[src/rtl/irrigation_cycle_ctrl_if.sv]
// Handshake/status bundle between the irrigation cycle sequencer and its
// environment (user inputs, sensors, counter chain, valve driver).
interface irrigation_cycle_ctrl_if #(
    parameter int W = 6
) ();
    logic         sec_tick;
    logic         start;
    logic         mode;
    logic         Us;
    logic         alin;
    logic         abort;
    logic         cnt_en;
    logic         cnt_clr;
    logic         valve_open;
    logic         busy;
    logic         done;
    logic         fault;
    logic [W-1:0] remaining;
    logic [2:0]   state;

    // Environment side: drives commands and sensors, observes status.
    modport master (
        output sec_tick, start, mode, Us, alin, abort,
        input  cnt_en, cnt_clr, valve_open, busy, done, fault, remaining, state
    );

    // Sequencer side.
    modport slave (
        input  sec_tick, start, mode, Us, alin, abort,
        output cnt_en, cnt_clr, valve_open, busy, done, fault, remaining, state
    );
endinterface

[src/rtl/irrigation_cycle_ctrl.sv]
// Irrigation cycle sequencer: loads a watering duration, counts it down on the
// 1 Hz tick with the valve open, pauses on low supply, ends early on wet soil,
// and latches a fault if supply stays low for too long.
module irrigation_cycle_ctrl #(
    parameter int W           = 6,
    parameter int DRIP_SECS   = 15,
    parameter int SPRINK_SECS = 9,
    parameter int MAX_PAUSE   = 30
) (
    input  logic                   clk,
    input  logic                   clear,
    irrigation_cycle_ctrl_if.slave bus
);

    localparam logic [2:0] S_IDLE   = 3'd0;
    localparam logic [2:0] S_START  = 3'd1;
    localparam logic [2:0] S_RUN    = 3'd2;
    localparam logic [2:0] S_PAUSE  = 3'd3;
    localparam logic [2:0] S_FINISH = 3'd4;
    localparam logic [2:0] S_FAULT  = 3'd5;

    logic [2:0]   state_q, state_d;
    logic [W-1:0] remaining_q, remaining_d;
    logic [W-1:0] pause_cnt_q, pause_cnt_d;
    logic [W-1:0] pause_inc;
    logic         cnt_en_q, cnt_en_d;
    logic         cnt_clr_q, cnt_clr_d;
    logic         valve_q, valve_d;
    logic         busy_q, busy_d;
    logic         done_q, done_d;
    logic         fault_q, fault_d;

    // Pause counter stops at all-ones instead of wrapping.
    assign pause_inc = (pause_cnt_q == '1) ? pause_cnt_q : pause_cnt_q + W'(1);

    // Next-state logic; priority inside RUN/PAUSE is abort > Us > alin > tick.
    always_comb begin
        state_d     = state_q;
        remaining_d = remaining_q;
        pause_cnt_d = pause_cnt_q;
        case (state_q)
            S_IDLE: begin
                if (bus.start) begin
                    pause_cnt_d = '0;
                    if (bus.Us) begin
                        state_d = S_FINISH;          // soil already wet: skip watering
                    end else begin
                        state_d     = S_START;
                        remaining_d = bus.mode ? W'(SPRINK_SECS) : W'(DRIP_SECS);
                    end
                end
            end
            S_START: state_d = S_RUN;
            S_RUN: begin
                if (bus.abort) begin
                    state_d     = S_IDLE;
                    remaining_d = '0;
                end else if (bus.Us) begin
                    state_d = S_FINISH;              // early finish keeps remaining
                end else if (bus.alin) begin
                    state_d     = S_PAUSE;
                    pause_cnt_d = '0;
                end else if (bus.sec_tick) begin
                    if (remaining_q != '0) remaining_d = remaining_q - W'(1);
                    if (remaining_q == W'(1)) state_d = S_FINISH;
                end
            end
            S_PAUSE: begin
                if (bus.abort) begin
                    state_d     = S_IDLE;
                    remaining_d = '0;
                end else if (bus.Us) begin
                    state_d = S_FINISH;
                end else if (!bus.alin) begin
                    state_d     = S_RUN;             // tick on the resume edge is dropped
                    pause_cnt_d = '0;
                end else if (bus.sec_tick) begin
                    pause_cnt_d = pause_inc;
                    if (pause_inc >= W'(MAX_PAUSE)) state_d = S_FAULT;
                end
            end
            S_FINISH: state_d = S_IDLE;
            S_FAULT: begin
                if (bus.abort) begin
                    state_d     = S_IDLE;
                    remaining_d = '0;
                end
            end
            default: begin
                state_d     = S_IDLE;
                remaining_d = '0;
                pause_cnt_d = '0;
            end
        endcase
    end

    // Outputs decoded from the next state so they register alongside it.
    always_comb begin
        cnt_en_d  = (state_d == S_RUN);
        valve_d   = (state_d == S_RUN);
        cnt_clr_d = (state_d == S_START) || (state_d == S_FINISH);
        done_d    = (state_d == S_FINISH);
        fault_d   = (state_d == S_FAULT);
        busy_d    = (state_d != S_IDLE);
    end

    // State and output registers with synchronous clear.
    always_ff @(posedge clk) begin
        if (clear) begin
            state_q     <= S_IDLE;
            remaining_q <= '0;
            pause_cnt_q <= '0;
            cnt_en_q    <= 1'b0;
            cnt_clr_q   <= 1'b0;
            valve_q     <= 1'b0;
            busy_q      <= 1'b0;
            done_q      <= 1'b0;
            fault_q     <= 1'b0;
        end else begin
            state_q     <= state_d;
            remaining_q <= remaining_d;
            pause_cnt_q <= pause_cnt_d;
            cnt_en_q    <= cnt_en_d;
            cnt_clr_q   <= cnt_clr_d;
            valve_q     <= valve_d;
            busy_q      <= busy_d;
            done_q      <= done_d;
            fault_q     <= fault_d;
        end
    end

    assign bus.state      = state_q;
    assign bus.remaining  = remaining_q;
    assign bus.cnt_en     = cnt_en_q;
    assign bus.cnt_clr    = cnt_clr_q;
    assign bus.valve_open = valve_q;
    assign bus.busy       = busy_q;
    assign bus.done       = done_q;
    assign bus.fault      = fault_q;

endmodule

[src/flat_wrapper.sv]
// flat-port wrapper written by rule: the top's interface ports become plain ports
module irrigation_cycle_ctrl_flat 
#(
    parameter int W           = 6,
    parameter int DRIP_SECS   = 15,
    parameter int SPRINK_SECS = 9,
    parameter int MAX_PAUSE   = 30
)
  (clk, clear, bus_sec_tick, bus_start, bus_mode, bus_Us, bus_alin, bus_abort, bus_cnt_en, bus_cnt_clr, bus_valve_open, bus_busy, bus_done, bus_fault, bus_remaining, bus_state);
  irrigation_cycle_ctrl_if #(.W(W)) bus_i ();
  input  logic clk;
  input  logic clear;
  input wire logic [$bits(bus_i.sec_tick)-1:0] bus_sec_tick;
  input wire logic [$bits(bus_i.start)-1:0] bus_start;
  input wire logic [$bits(bus_i.mode)-1:0] bus_mode;
  input wire logic [$bits(bus_i.Us)-1:0] bus_Us;
  input wire logic [$bits(bus_i.alin)-1:0] bus_alin;
  input wire logic [$bits(bus_i.abort)-1:0] bus_abort;
  output wire logic [$bits(bus_i.cnt_en)-1:0] bus_cnt_en;
  output wire logic [$bits(bus_i.cnt_clr)-1:0] bus_cnt_clr;
  output wire logic [$bits(bus_i.valve_open)-1:0] bus_valve_open;
  output wire logic [$bits(bus_i.busy)-1:0] bus_busy;
  output wire logic [$bits(bus_i.done)-1:0] bus_done;
  output wire logic [$bits(bus_i.fault)-1:0] bus_fault;
  output wire logic [$bits(bus_i.remaining)-1:0] bus_remaining;
  output wire logic [$bits(bus_i.state)-1:0] bus_state;
  assign bus_i.sec_tick = bus_sec_tick;
  assign bus_i.start = bus_start;
  assign bus_i.mode = bus_mode;
  assign bus_i.Us = bus_Us;
  assign bus_i.alin = bus_alin;
  assign bus_i.abort = bus_abort;
  assign bus_cnt_en = bus_i.cnt_en;
  assign bus_cnt_clr = bus_i.cnt_clr;
  assign bus_valve_open = bus_i.valve_open;
  assign bus_busy = bus_i.busy;
  assign bus_done = bus_i.done;
  assign bus_fault = bus_i.fault;
  assign bus_remaining = bus_i.remaining;
  assign bus_state = bus_i.state;
  irrigation_cycle_ctrl #(.W(W), .DRIP_SECS(DRIP_SECS), .SPRINK_SECS(SPRINK_SECS), .MAX_PAUSE(MAX_PAUSE)) u_core (.clk(clk), .clear(clear), .bus(bus_i));
endmodule
[config.mk]
export PLATFORM = sky130hd
export DESIGN_NAME = irrigation_cycle_ctrl_flat
export DESIGN_NICKNAME = d
export VERILOG_FILES = /design/src/rtl/irrigation_cycle_ctrl_if.sv /design/src/rtl/irrigation_cycle_ctrl.sv /design/src/flat_wrapper.sv
export SDC_FILE = /design/constraint.sdc
export NUM_CORES = 1
export LEC_CHECK = 0
export ABC_CLOCK_PERIOD_IN_PS = 2600
export CORE_ASPECT_RATIO = 1.5
export CORE_UTILIZATION = 52
export CTS_BUF_LIST = sky130_fd_sc_hd__clkbuf_16
export CTS_CLUSTER_SIZE = 14
export DETAILED_ROUTE_END_ITERATION = 8
export PLACE_DENSITY = 0.89
export SYNTH_ARGS = -nofsm -noshare
export SYNTH_HDL_FRONTEND = slang
export SYNTH_SLANG_ARGS = --single-unit
[constraint.sdc]
create_clock -name clk -period 2.6 [get_ports clk]
set_clock_uncertainty 0.15 [all_clocks]
set_input_delay 0.65 -clock clk [delete_from_list [all_inputs] [get_ports clk]]
set_output_delay 0.65 -clock clk [all_outputs]
set_load 0.02 [all_outputs]
# [Word-level counts from Yosys, hierarchy flattened]
# Index checks and enable logic that the tools add are counted.
[op_classes] addsub=2 magnitude_cmp=1 n_eq_ne=24 n_mux=34 n_bitwise=2 n_reduce_logical=9
[ops] operator="two-way mux 6 bit" n=17
[ops] operator="one-hot mux 6 bit (4 select lines)" n=2
[ops] operator="two-way mux 3 bit" n=14
[ops] operator="AND reduction 8 bit" n=2
[ops] operator="one-hot mux 3 bit (5 select lines)" n=1
[ops] operator="inequality test 2 bit (second input constant)" n=7
[ops] operator="== test 3 bit (second input constant)" n=4
[ops] operator="inequality test 3 bit (second input constant)" n=4
[ops] operator="== test 3 x 2 -> 1 bit (second input constant)" n=3
[ops] operator="adder 6 x 1 -> 6 bit (second input constant)" n=1
[ops] operator="== test 3 x 1 -> 1 bit (second input constant)" n=2
[ops] operator="== test 6 x 1 -> 1 bit (second input constant)" n=1
[ops] operator="== test 6 bit (second input constant)" n=1
[ops] operator="greater-or-equal comparator 6 x 5 -> 1 bit (second input constant)" n=1
[ops] operator="nonzero test 6 bit" n=1
[ops] operator="subtractor 6 x 1 -> 6 bit (second input constant)" n=1
[ops] operator="OR reduction 2 bit" n=2
[ops] operator="logical NOT 3 bit" n=1
[ops] operator="inequality test 3 x 2 -> 1 bit (second input constant)" n=1
[ops] operator="nonzero test 3 bit" n=1
[ops] operator="OR reduction 3 bit" n=1
[ops] operator="inequality test 2 x 1 -> 1 bit (second input constant)" n=1
[ops] operator="NOT 1 bit" n=2
[ops] operator="logical OR 1 bit" n=1
[word_totals] register_bits=20 input_bits=8 output_inout_bits=15 word_cells=80

# [Logic depth before layout (Yosys ltp)]
[logic_depth] word_depth=11 ltp_mapped=8 ltp_nobuf=8

# [Worst setup path after synthesis]
# Ideal clock, no wire load.
[synth_timing] path_type="input-to-reg" from="in bus_Us" to="reg u_core.remaining_q[4], in the netlist u_core.bus.remaining[4]" setup_time_ns=0.071 arrival_time_ns=1.816 required_time_ns=2.379 slack_ns=0.563 stages=5 n_path_buf=0 path_cell_list="nor4b_4 > a21oi_1 > o211a_4 > or4b_1 > a21oi_1"
[synth_between] elab_chain_len=2 word_cells_on_any_way=3 classes_between="2 x eq/ne; 1 x reduce/logical"
[synth_rtl] item="start, declared" line="flat_wrapper.sv:16" rtl="input wire logic [$bits(bus_i.Us)-1:0] bus_Us;"
[synth_rtl] item="inequality test 3 bit (no line) or inequality test 2 bit (tied branches)"
[synth_rtl] item="AND reduction 8 bit (no line) (*)"
[synth_rtl] item="end signal, assigned" line="irrigation_cycle_ctrl.sv:121" rtl="remaining_q <= remaining_d;"
[synth_rtl] item="end, declared" line="irrigation_cycle_ctrl.sv:23" rtl="logic [W-1:0] remaining_q, remaining_d;"
# Every way passes the cells marked *; elsewhere a longest branch is shown, timed or not.
# A chain may end at the register's enable or synchronous reset.

# [Worst setup path after layout]
# Ends and elaborated chain as after synthesis.

==> results_dict.tcl <==
set metrics [dict create \
    crit_slowest_cell "clkdlybuf4s50_1" \
    design.core.area_um2 2286 \
    insertion_delay_ps 250 \
    synth-main-ff-cell "dfxtp_1" \
    grt_overflow 0 \
    synth_area_leaders "dfxtp_1 (31%), a21oi_1 (5.8%), nor2_1 (5.3%), o21ai_0 (4.7%), nand2b_1 (3.9%)" \
    dr.pass1.iters 4 \
    dp.final_hpwl_um 2804 \
    vias 1427 \
    ioPinCount 23 \
    ant_nets 0 \
    drv_slew 0 \
    status "finished clean" \
    min_path_type "register to register" \
    wire_per_inst_um 17.27 \
    rows 21 \
    grt.total_usage 0.3016 \
    avgSynthCellArea_um2 7.876 \
    finalSetupViolCount 0 \
    fmax_mhz 406.4 \
    slowest_delay_ps 530 \
    cts.sinks 20 \
    worst_pin_slew_ps 515.6 \
    diodes 0 \
    critPathArrivalTime_ps 2500 \
    synthArstFlopShare 0 \
    synth.distinct_cells 51 \
    design_area_um2 1727 \
    path_max_fanout 6 \
    grt_pass1_wl_um 6341 \
    hold_viol_final 0 \
    final.period_utilization 0.9463 \
    rsz0062_at_grt "no" \
    htreeDepth 1 \
    required_ps 2640 \
    cp_cell_sequence "clkdlybuf4s50_1 -> nor4b_4 -> a21oi_1 -> o211a_4 -> or4b_1 -> a21oi_1" \
    power_mw 0.9907 \
    power_leakage_nw 0.6860 \
    critPathLaunchType "input pin" \
    synth_nets 174 \
    syn-cell-area_um2 1284 \
    drtIter0Drc 77 \
    critPathMostFrequentCell "a21oi_1" \
    min_period_ps 2460 \
    initial_core_util 0.5616 \
    ctsResizeCount 0 \
    grt_pass1_vias 1438 \
    antenna_found_initial 0 \
    final_nets 211 \
    ys_seq_elements 20 \
    via_per_inst 6.428 \
    clockBufferDepth 2 \
    path_delay_family "simple AND/OR/NAND/NOR gates" \
    dieArea_um2 2676 \
    cts-hold-fix-buffers 0 \
    post_cts_buffers 0 \
    port_buffers 22 \
    placed_area_um2 1622 \
    clk_pin_slew_ps 60 \
    wl_um 3833 \
    cts_buffers 3 \
    ys_warn_count 0 \
    slew_headroom 0.6558 \
    yosysTopAreaCellShare 0.3119 \
    yosysSeqAreaShare 0.3119 \
    cts_tree "yes" \
    area_growth_pct 34.50 \
    final_layout_size_suffix_gt1_frac 0.1407 \
    critPathKind "input pin to register" \
    cts-root-buf "clkbuf_16" \
    syn_inst 163 \
    powerDensity_nw_per_um2 573.8 \
    die_x_um 42.57 \
    drc 0 \
    crit_buf_inv 1 \
    max_cap_viol_count 0 \
    yosysTopAreaCell "dfxtp_1" \
    synth_edf_count 0 \
    ir_drop_uv 462.6 \
    grt_max_degree 15 \
    gp_congestion 0.9388 \
    cp-end-kind "register" \
    fp.dieH_um 62.85 \
]
-- through the flow --
stage          hold slack (ps)  worst slack, ps  cells  setup TNS (ps)  utilization
2_1_floorplan            367.8            563.3    163               0            -
3_3_place_gp             361.5           -37.81    218          -37.81       0.7094
3_5_place_dp             372.5           -105.3    218          -319.5       0.7094
4_1_cts                  384.2            148.3    222               0       0.7553
5_1_grt                  410.8            5.356    222               0       0.7553
6_report                 386.6            139.6    222               0       0.7553
-- registers in the layout, summed over array words and instances (netlist names) --
register	flops
u_core.bus.state	3
u_core.pause_cnt_q	6
u_core.bus.done	1
u_core.bus.remaining	6
u_core.bus.busy	1
u_core.bus.cnt_en	1
u_core.bus.fault	1
u_core.bus.cnt_clr	1
-- kinds of logic (layout without fill, tap and decap cells) --
kind of cell             count (synthesis)  count (layout)  synth area share
multiplexers                             3               3           0.02437
adder cells (fa/ha/maj)                  3               3           0.02924
AO/OA/AOI/OAI                           54              54            0.2778
flip-flops                              20              20            0.3119
AND/OR/NAND/NOR                         68              68            0.3031
buffers and inverters                   15              51           0.05360
-- worst register-to-register path, cell delays in order (launching register included) --
cell,delay (ps)
dfxtp_1,640
nor2_1,260
and4b_1,260
a31oi_1,270
o21ai_0,230
or2b_1,280
o2111a_1,120
-- cells in the final DEF, fill, tap and decap left out, types with 2 or more instances in the layout --
master           instances
and2_1                   3
dfxtp_1                 20
clkdlybuf4s50_1         22
a21oi_1                 15
o2111a_1                 2
a31oi_1                  4
nor2b_1                  4
inv_1                    8
and3_1                   3
buf_4                   17
ha_1                     3
a22oi_1                  2
o22ai_1                  2
o31ai_1                  2
nand2_1                  7
mux2i_1                  2
nand3_1                  5
nor2_1                  18
nor3_1                   6
a211oi_1                 3
o21ai_0                 12
nand4_1                  2
clkbuf_16                3
nand2b_1                 8
-- power by group --
group,leakage (nW),switching [mW],internal [mW]
sequential,0.163,0.0224,0.322
clock,0.0511,0.121,0.306
combinational,0.472,0.116,0.104
total,0.686,0.259,0.732
-- layer usage --
layer  wire length (um)  share of wire  vias up  GRT usage
li1                   -              -      675          -
met1               1467           0.38      694     0.3121
met2               2118           0.55       47     0.5654
met3                135          0.035       11    0.03179
met4                112          0.029        0     0.1602
met5                  0              0        -          0
-- synthesized netlist by cell type, drive strengths merged (2+ instances only) --
cell,instances
a31oi,4
nand2b,8
o21ai,13
o2111a,2
a22oi,2
o211a,2
nor2,18
mux2i,2
and2,3
clkbuf,3
a21oi,16
nor4b,2
inv,8
ha,3
nand4,2
a211oi,3
o22ai,2
o31ai,2
nand2,7
and3,3
nor3,6
dfxtp,20
buf,4
nand3,5
nor2b,4
-- worst paths after layout --
kind                                                end  slack (ps)                     from  depth (start not counted)
worst max-delay path            u_core.bus.remaining[4]         140                   bus_Us                          6
worst min register to register  u_core.bus.remaining[5]         390  u_core.bus.remaining[5]                          2
worst max register to register       u_core.bus.cnt_clr         290      u_core.bus.state[0]                          6
worst min-delay path            u_core.bus.remaining[5]         390  u_core.bus.remaining[5]                          2
-- area by class of cell --
cell class,instances,area [um2]
inverter,8,30.03
clock inverter,1,30.03
tap,23,28.78
timing repair buffer,39,347.8
multi-input combinational,128,814.5
fill,157,559.3
sequential,20,400.4
clock buffer,3,75.07
Note: power is estimated with default switching activity, not from simulation.
